### src/rtl/rect_to_polar_15_165_30_if.sv
// rtl/rect_to_polar_15_165_30_if.sv - request/result bundle for rect_to_polar_15_165_30
// Ports carried:
//   start        requester -> converter, launch pulse (honoured only when idle)
//   x, y         requester -> converter, signed x (-256..255), unsigned y (0..255)
//   busy, done   converter -> requester, in-progress flag and one-cycle completion pulse
//   r, r_sat     converter -> requester, floor(sqrt(x^2+y^2)) saturated to 255, saturation flag
//   angle_index  converter -> requester, sector 0..5
//   angle_deg    converter -> requester, 15 + 30*angle_index
interface rect_to_polar_15_165_30_if;
  logic              start;
  logic signed [8:0] x;
  logic        [7:0] y;
  logic              busy;
  logic              done;
  logic        [7:0] r;
  logic              r_sat;
  logic        [2:0] angle_index;
  logic        [7:0] angle_deg;

  modport master (
    output start, x, y,
    input  busy, done, r, r_sat, angle_index, angle_deg
  );

  modport slave (
    input  start, x, y,
    output busy, done, r, r_sat, angle_index, angle_deg
  );
endinterface

### src/rtl/rect_to_polar_15_165_30.sv
// rtl/rect_to_polar_15_165_30.sv - rectangular (x, y>=0) to radius + 30-degree-sector bearing
// Ports:
//   clock  rising-edge system clock
//   reset  asynchronous active-high; returns to IDLE and zeroes every output
//   bus    slave side of rect_to_polar_15_165_30_if (start/x/y in, busy/done/r/r_sat/angle out)
// Timing: start seen at edge 0 -> LOAD edge 1 -> squaring edge 2 -> root bits on edges 3..11
// -> DONE cycle follows edge 11 (done high, results valid) -> IDLE after edge 12.
module rect_to_polar_15_165_30 #(
  parameter int unsigned TAN30_Q8 = 148,
  parameter int unsigned TAN60_Q8 = 443
) (
  input  logic                            clock,
  input  logic                            reset,
  rect_to_polar_15_165_30_if.slave        bus
);

  typedef enum logic [1:0] {IDLE, LOAD, ROOT, DONE} state_t;

  state_t      state_q, state_d;
  logic        sq_pend_q;     // first ROOT cycle is the registered squaring stage
  logic [3:0]  cnt_q;
  logic [8:0]  ax_q;
  logic [7:0]  y_q;
  logic [2:0]  idx_q;
  logic [16:0] sum_q;
  logic [9:0]  rem_q, rem_d;
  logic [8:0]  root_q, root_d;

  logic        busy_q, done_q, r_sat_q;
  logic [7:0]  r_q, angle_deg_q, deg_lut;
  logic [2:0]  angle_index_q;

  // |x| and sector decision straight from the inputs, captured at the LOAD edge
  logic [8:0]  x_u, ax_in;
  logic [17:0] a_val, b_val, c_val;
  logic [1:0]  base;
  logic [2:0]  idx_in;

  always_comb begin
    x_u    = bus.x;
    ax_in  = x_u[8] ? 9'(~x_u + 9'd1) : x_u;
    a_val  = {2'b00, bus.y, 8'h00};
    b_val  = 18'(ax_in) * 18'(TAN30_Q8);
    c_val  = 18'(ax_in) * 18'(TAN60_Q8);
    // strict less-than so a point exactly on a boundary takes the steeper sector
    if (a_val < b_val)      base = 2'd0;
    else if (a_val < c_val) base = 2'd1;
    else                    base = 2'd2;
    // the origin would otherwise fall through to base 2 since B = C = 0
    if (ax_in == 9'd0 && bus.y == 8'd0) idx_in = 3'd0;
    else if (x_u[8])                    idx_in = 3'd5 - {1'b0, base};
    else                                idx_in = {1'b0, base};
  end

  // One restoring bit-pair step: bring down the next two radicand bits, try (4*root + 1)
  logic [17:0] sum_ext;
  logic [11:0] rem_sh, trial;

  always_comb begin
    sum_ext = {1'b0, sum_q};
    rem_sh  = {rem_q, sum_ext[{cnt_q, 1'b0} +: 2]};
    trial   = {1'b0, root_q, 2'b01};
    if (rem_sh >= trial) begin
      rem_d  = 10'(rem_sh - trial);
      root_d = {root_q[7:0], 1'b1};
    end else begin
      rem_d  = rem_sh[9:0];
      root_d = {root_q[7:0], 1'b0};
    end
  end

  always_comb begin
    deg_lut = 8'd15;
    case (idx_q)
      3'd0:    deg_lut = 8'd15;
      3'd1:    deg_lut = 8'd45;
      3'd2:    deg_lut = 8'd75;
      3'd3:    deg_lut = 8'd105;
      3'd4:    deg_lut = 8'd135;
      3'd5:    deg_lut = 8'd165;
      default: deg_lut = 8'd15;
    endcase
  end

  always_ff @(posedge clock or posedge reset) begin
    if (reset) state_q <= IDLE;
    else       state_q <= state_d;
  end

  always_comb begin
    state_d = state_q;
    case (state_q)
      IDLE:    if (bus.start) state_d = LOAD;
      LOAD:    state_d = ROOT;
      ROOT:    if (!sq_pend_q && cnt_q == 4'd0) state_d = DONE;
      DONE:    state_d = IDLE;
      default: state_d = IDLE;
    endcase
  end

  always_ff @(posedge clock or posedge reset) begin
    if (reset) begin
      sq_pend_q     <= 1'b0;
      cnt_q         <= 4'd0;
      ax_q          <= 9'd0;
      y_q           <= 8'd0;
      idx_q         <= 3'd0;
      sum_q         <= 17'd0;
      rem_q         <= 10'd0;
      root_q        <= 9'd0;
      busy_q        <= 1'b0;
      done_q        <= 1'b0;
      r_q           <= 8'd0;
      r_sat_q       <= 1'b0;
      angle_index_q <= 3'd0;
      angle_deg_q   <= 8'd0;
    end else begin
      done_q <= 1'b0;
      busy_q <= (state_d == ROOT) || (state_d == DONE);
      case (state_q)
        LOAD: begin
          ax_q      <= ax_in;
          y_q       <= bus.y;
          idx_q     <= idx_in;
          sq_pend_q <= 1'b1;
        end
        ROOT: begin
          if (sq_pend_q) begin
            sum_q     <= 17'(ax_q) * 17'(ax_q) + 17'(y_q) * 17'(y_q);
            rem_q     <= 10'd0;
            root_q    <= 9'd0;
            cnt_q     <= 4'd8;
            sq_pend_q <= 1'b0;
          end else begin
            rem_q  <= rem_d;
            root_q <= root_d;
            if (cnt_q != 4'd0) begin
              cnt_q <= cnt_q - 4'd1;
            end else begin
              r_q           <= root_d[8] ? 8'hFF : root_d[7:0];
              r_sat_q       <= root_d[8];
              angle_index_q <= idx_q;
              angle_deg_q   <= deg_lut;
              done_q        <= 1'b1;
            end
          end
        end
        default: ;
      endcase
    end
  end

  assign bus.busy        = busy_q;
  assign bus.done        = done_q;
  assign bus.r           = r_q;
  assign bus.r_sat       = r_sat_q;
  assign bus.angle_index = angle_index_q;
  assign bus.angle_deg   = angle_deg_q;

endmodule

### src/flat_wrapper.sv
// flat-port wrapper written by rule: the top's interface ports become plain ports
module rect_to_polar_15_165_30_flat 
#(
  parameter int unsigned TAN30_Q8 = 148,
  parameter int unsigned TAN60_Q8 = 443
)
  (clock, reset, bus_start, bus_x, bus_y, bus_busy, bus_done, bus_r, bus_r_sat, bus_angle_index, bus_angle_deg);
  rect_to_polar_15_165_30_if bus_i ();
  input  logic clock;
  input  logic reset;
  input wire logic [$bits(bus_i.start)-1:0] bus_start;
  input wire logic [$bits(bus_i.x)-1:0] bus_x;
  input wire logic [$bits(bus_i.y)-1:0] bus_y;
  output wire logic [$bits(bus_i.busy)-1:0] bus_busy;
  output wire logic [$bits(bus_i.done)-1:0] bus_done;
  output wire logic [$bits(bus_i.r)-1:0] bus_r;
  output wire logic [$bits(bus_i.r_sat)-1:0] bus_r_sat;
  output wire logic [$bits(bus_i.angle_index)-1:0] bus_angle_index;
  output wire logic [$bits(bus_i.angle_deg)-1:0] bus_angle_deg;
  assign bus_i.start = bus_start;
  assign bus_i.x = bus_x;
  assign bus_i.y = bus_y;
  assign bus_busy = bus_i.busy;
  assign bus_done = bus_i.done;
  assign bus_r = bus_i.r;
  assign bus_r_sat = bus_i.r_sat;
  assign bus_angle_index = bus_i.angle_index;
  assign bus_angle_deg = bus_i.angle_deg;
  rect_to_polar_15_165_30 #(.TAN30_Q8(TAN30_Q8), .TAN60_Q8(TAN60_Q8)) u_core (.clock(clock), .reset(reset), .bus(bus_i));
endmodule
### config.mk
export PLATFORM = sky130hd
export DESIGN_NAME = rect_to_polar_15_165_30_flat
export DESIGN_NICKNAME = d
export VERILOG_FILES = /design/src/rtl/rect_to_polar_15_165_30_if.sv /design/src/rtl/rect_to_polar_15_165_30.sv /design/src/flat_wrapper.sv
export SDC_FILE = /design/constraint.sdc
export NUM_CORES = 1
export LEC_CHECK = 0
export CAP_MARGIN = 25
export CORE_MARGIN = 2
export CORE_UTILIZATION = 30
export CTS_BUF_LIST = sky130_fd_sc_hd__clkbuf_8
export CTS_CLUSTER_SIZE = 20
export DETAILED_ROUTE_END_ITERATION = 8
export DONT_BUFFER_PORTS = 1
export GPL_TIMING_DRIVEN = 0
export HOLD_SLACK_MARGIN = 0.06
export PLACE_DENSITY_LB_ADDON = 0.25
export RECOVER_POWER = 100
export SETUP_SLACK_MARGIN = 0.15
export SYNTH_ARGS = -nofsm -noshare
export SYNTH_HDL_FRONTEND = slang
export SYNTH_SLANG_ARGS = --single-unit
### constraint.sdc
create_clock -name clock -period 11.4 [get_ports clock]
set_input_delay 1.14 -clock clock [delete_from_list [all_inputs] [get_ports clock]]
set_output_delay 1.14 -clock clock [all_outputs]
set_load 0.02 [all_outputs]
==> metrics.cfg <==
[outcome]
status=complete, but fails checks
failed_checks=max-capacitance violations, max-slew violations

[cts]
clk_pin_slew_ns=0.10
cts_buffer_depth=2
root_buffer=clkbuf_8
clock_sinks=83
cts_tree=built
cts_resized=0
hold_buffers=0
cts-htree-levels=3
cts-buffers-inserted=9
postCtsSetupBuffers=0
clock_latency_ns=0.39

[routing]
viasPerCell=4.724
ant_nets=0
drt-total-wl_mm=25.39
drcViolationCount=0
wl_per_cell_um=15.46
dr.first_iter.drc_count=430
drt_first_pass_iters=5
route.vias.total=7761

[setup_path]
slowest_delay_ns=0.66
reg2reg_to=u_core.sum_q[16]
path_cells=or4_1 > o41ai_1 > xor2_1 > inv_1 > ha_1 > inv_1 > fa_1 > fa_1 > fa_1 > inv_1 > ha_1 > a2111oi_0 > o21ai_0 > nand4_1 > nand2_1 > xnor2_1 > ha_1 > o2111ai_1 > nor3_1 > a21oi_1 > o21a_1 > or4_1 > o2bb2ai_1
endpoint=u_core.idx_q[2]
rr_startpoint=u_core.ax_q[1]
crit_family=adder cells
crit_start=bus_x[5]
path_max_fanout=6
path_class=in -> reg
slowest_stage=xor2_1
cp-end-kind=flop
critPathArrivalTime_ns=8.18
critPathBufInv=3
critical_path_required_ns=11.66
critPathLaunchType=input pin
r2r_cells=18
crit_cells=23
r2r_slack_ns=5.26

[die]
die_h_um=195.6
fp.coreArea_mm2=0.03635
io_pins=42
start_util=0.3031
fp.dieW_um=195.6
rows=70
die_area_mm2=0.03827

[cells_and_area]
layout_common_cells=inv_1, ha_1, fa_1, dfrtp_1, nand2_1
final-seq-area_mm2=0.002077
diodes=0
final_common_cell=inv_1
syn_to_final_growth_pct=6.838
multi_input_area_mm2=0.007883
fin_cells=1643
fillCellCount=3755
fin_nets=1479
drive_above_1_share=0.04596

[placement]
dp_worst_setup_slack_ns=3.112
dpl.hpwl_mm=21.18
globalplace.congestion=0.8516
io_buffers=0
place_inst=1627

[yosys]
ys_seq_area_frac=0.1886
synth_area_leader_cell=fa_1
syn_area_per_cell_um2=9.513
synthTopCellsByArea=fa_1, dfrtp_1, ha_1, inv_1, xnor2_1
yosysUniqueCellTypes=65
synth-async-reset-ratio=1.000
ys_warn_count=0
synth_edf_count=0
synth_fp_nets=1467
synthCells=1158
netlist_area_mm2=0.01102
post-synth-top-area-fraction=0.2235
ys_ff_latch=83
ys.flop_type=dfrtp_1

[sta]
setup_slack_ns=3.481
timing_hold_violations_final=0
tightest_slew_ns=3.128
setup_viol=0
max_slew_margin=-1.085
slew_violations=56
fin_skew_ns=0.01340
final.period_utilization=0.6947
fmax_ghz=0.1263
setup_tns_ns=0
rsz0062_at_grt=no
min_period_ns=7.919

[grt]
grt_pass1_wl_mm=43.04
grt_max_degree=56
globalRouteTotalUtil=0.1409
overflow=0
antenna_found_initial=0
grt_pass1_vias=8221

[worst_hold_path]
hold_path.class=reg -> reg

[flow_run]
maxCapViolations=1

metrics by stage:
stage	utilization	instance area (µm²)	hold WS, ns
2_1_floorplan	-	11020	0.4432
3_3_place_gp	0.3192	11600	0.4608
3_5_place_dp	0.3200	11630	0.4706
4_1_cts	0.3255	11830	0.4944
5_1_grt	0.3238	11770	0.5230
6_report	0.3238	11770	0.4870
worst min-delay path by stage:
stage / startpoint / endpoint / slack [ns] / cells after the start
finish: u_core.sum_q[13] / u_core.sum_q[13] / 0.49 / 2
global route: u_core.sum_q[11] / u_core.sum_q[11] / 0.52 / 2
CTS: u_core.sum_q[13] / u_core.sum_q[13] / 0.49 / 2
detailed placement: u_core.sum_q[13] / u_core.sum_q[13] / 0.47 / 2
global placement: u_core.sum_q[15] / u_core.sum_q[15] / 0.46 / 2
floorplan: u_core.sum_q[12] / u_core.sum_q[12] / 0.44 / 2
state kept, by name, summed over array words and instances (netlist names):
| register | cells |
|---|---|
| u_core.ax_q | 9 |
| u_core.bus.angle_deg | 7 |
| u_core.bus.angle_index | 3 |
| u_core.bus.busy | 1 |
| u_core.bus.done | 1 |
| u_core.bus.r | 8 |
| u_core.bus.r_sat | 1 |
| u_core.cnt_q | 4 |
| u_core.idx_q | 3 |
| u_core.rem_q | 10 |
| u_core.root_q | 9 |
| u_core.sq_pend_q | 1 |
| u_core.state_q | 1 |
| u_core.sum_q | 17 |
| u_core.y_q | 8 |
worst register-to-register path: cells and delay by family (launching register included):
kind	cells	cell delay (ns)
fa+ha+maj	7	3.31
compound gates	4	0.81
buf+inv	4	0.64
simple gates	2	0.55
flops	1	0.43
mux	1	0.27
layer usage:
| layer | vias to the layer above | part of all wire | GRT usage |
|---|---|---|---|
| met4 | 0 | 0.017 | 0.03364 |
| met3 | 21 | 0.029 | 0.01364 |
| met2 | 111 | 0.48 | 0.2403 |
| met5 | - | 0 | 0 |
| met1 | 3806 | 0.48 | 0.1926 |
| li1 | 3823 | - | - |
area by class of cell:
class,count,share of cell area
buffer,34,0.01180
clock buffer,9,0.01053
clock inverter,7,0.006485
inverter,234,0.07485
multi-input combinational,807,0.6698
sequential,83,0.1765
tap,468,0.04976
timing repair buffer,1,0.0003189
synth_stat cells, types with 13 or more instances:
library cell,n
a21oi_1,45
a31oi_1,17
and2_1,42
clkbuf_1,26
dfrtp_1,83
fa_1,123
ha_1,166
inv_1,231
mux2_2,21
nand2_1,64
nor2_1,47
nor3_1,15
o21ai_0,41
o22ai_1,13
xnor2_1,33
xor2_1,21
cell families (layout without fill, tap and decap cells):
family	count (synthesis)	count (layout)	share of synthesized area
other	1	1	0.0003404
XOR/XNOR	54	54	0.04294
adder cells (fa/ha/maj)	289	289	0.4121
AO/OA/AOI/OAI	195	195	0.1150
buffers and inverters	268	285	0.09416
multiplexers	37	37	0.04055
flip-flops	83	83	0.1886
AND/OR/NAND/NOR	231	231	0.1064
Power is left out: the tool's default activity adds up to more than one toggle a clock period on the data nets, which glitch-free logic cannot reach.
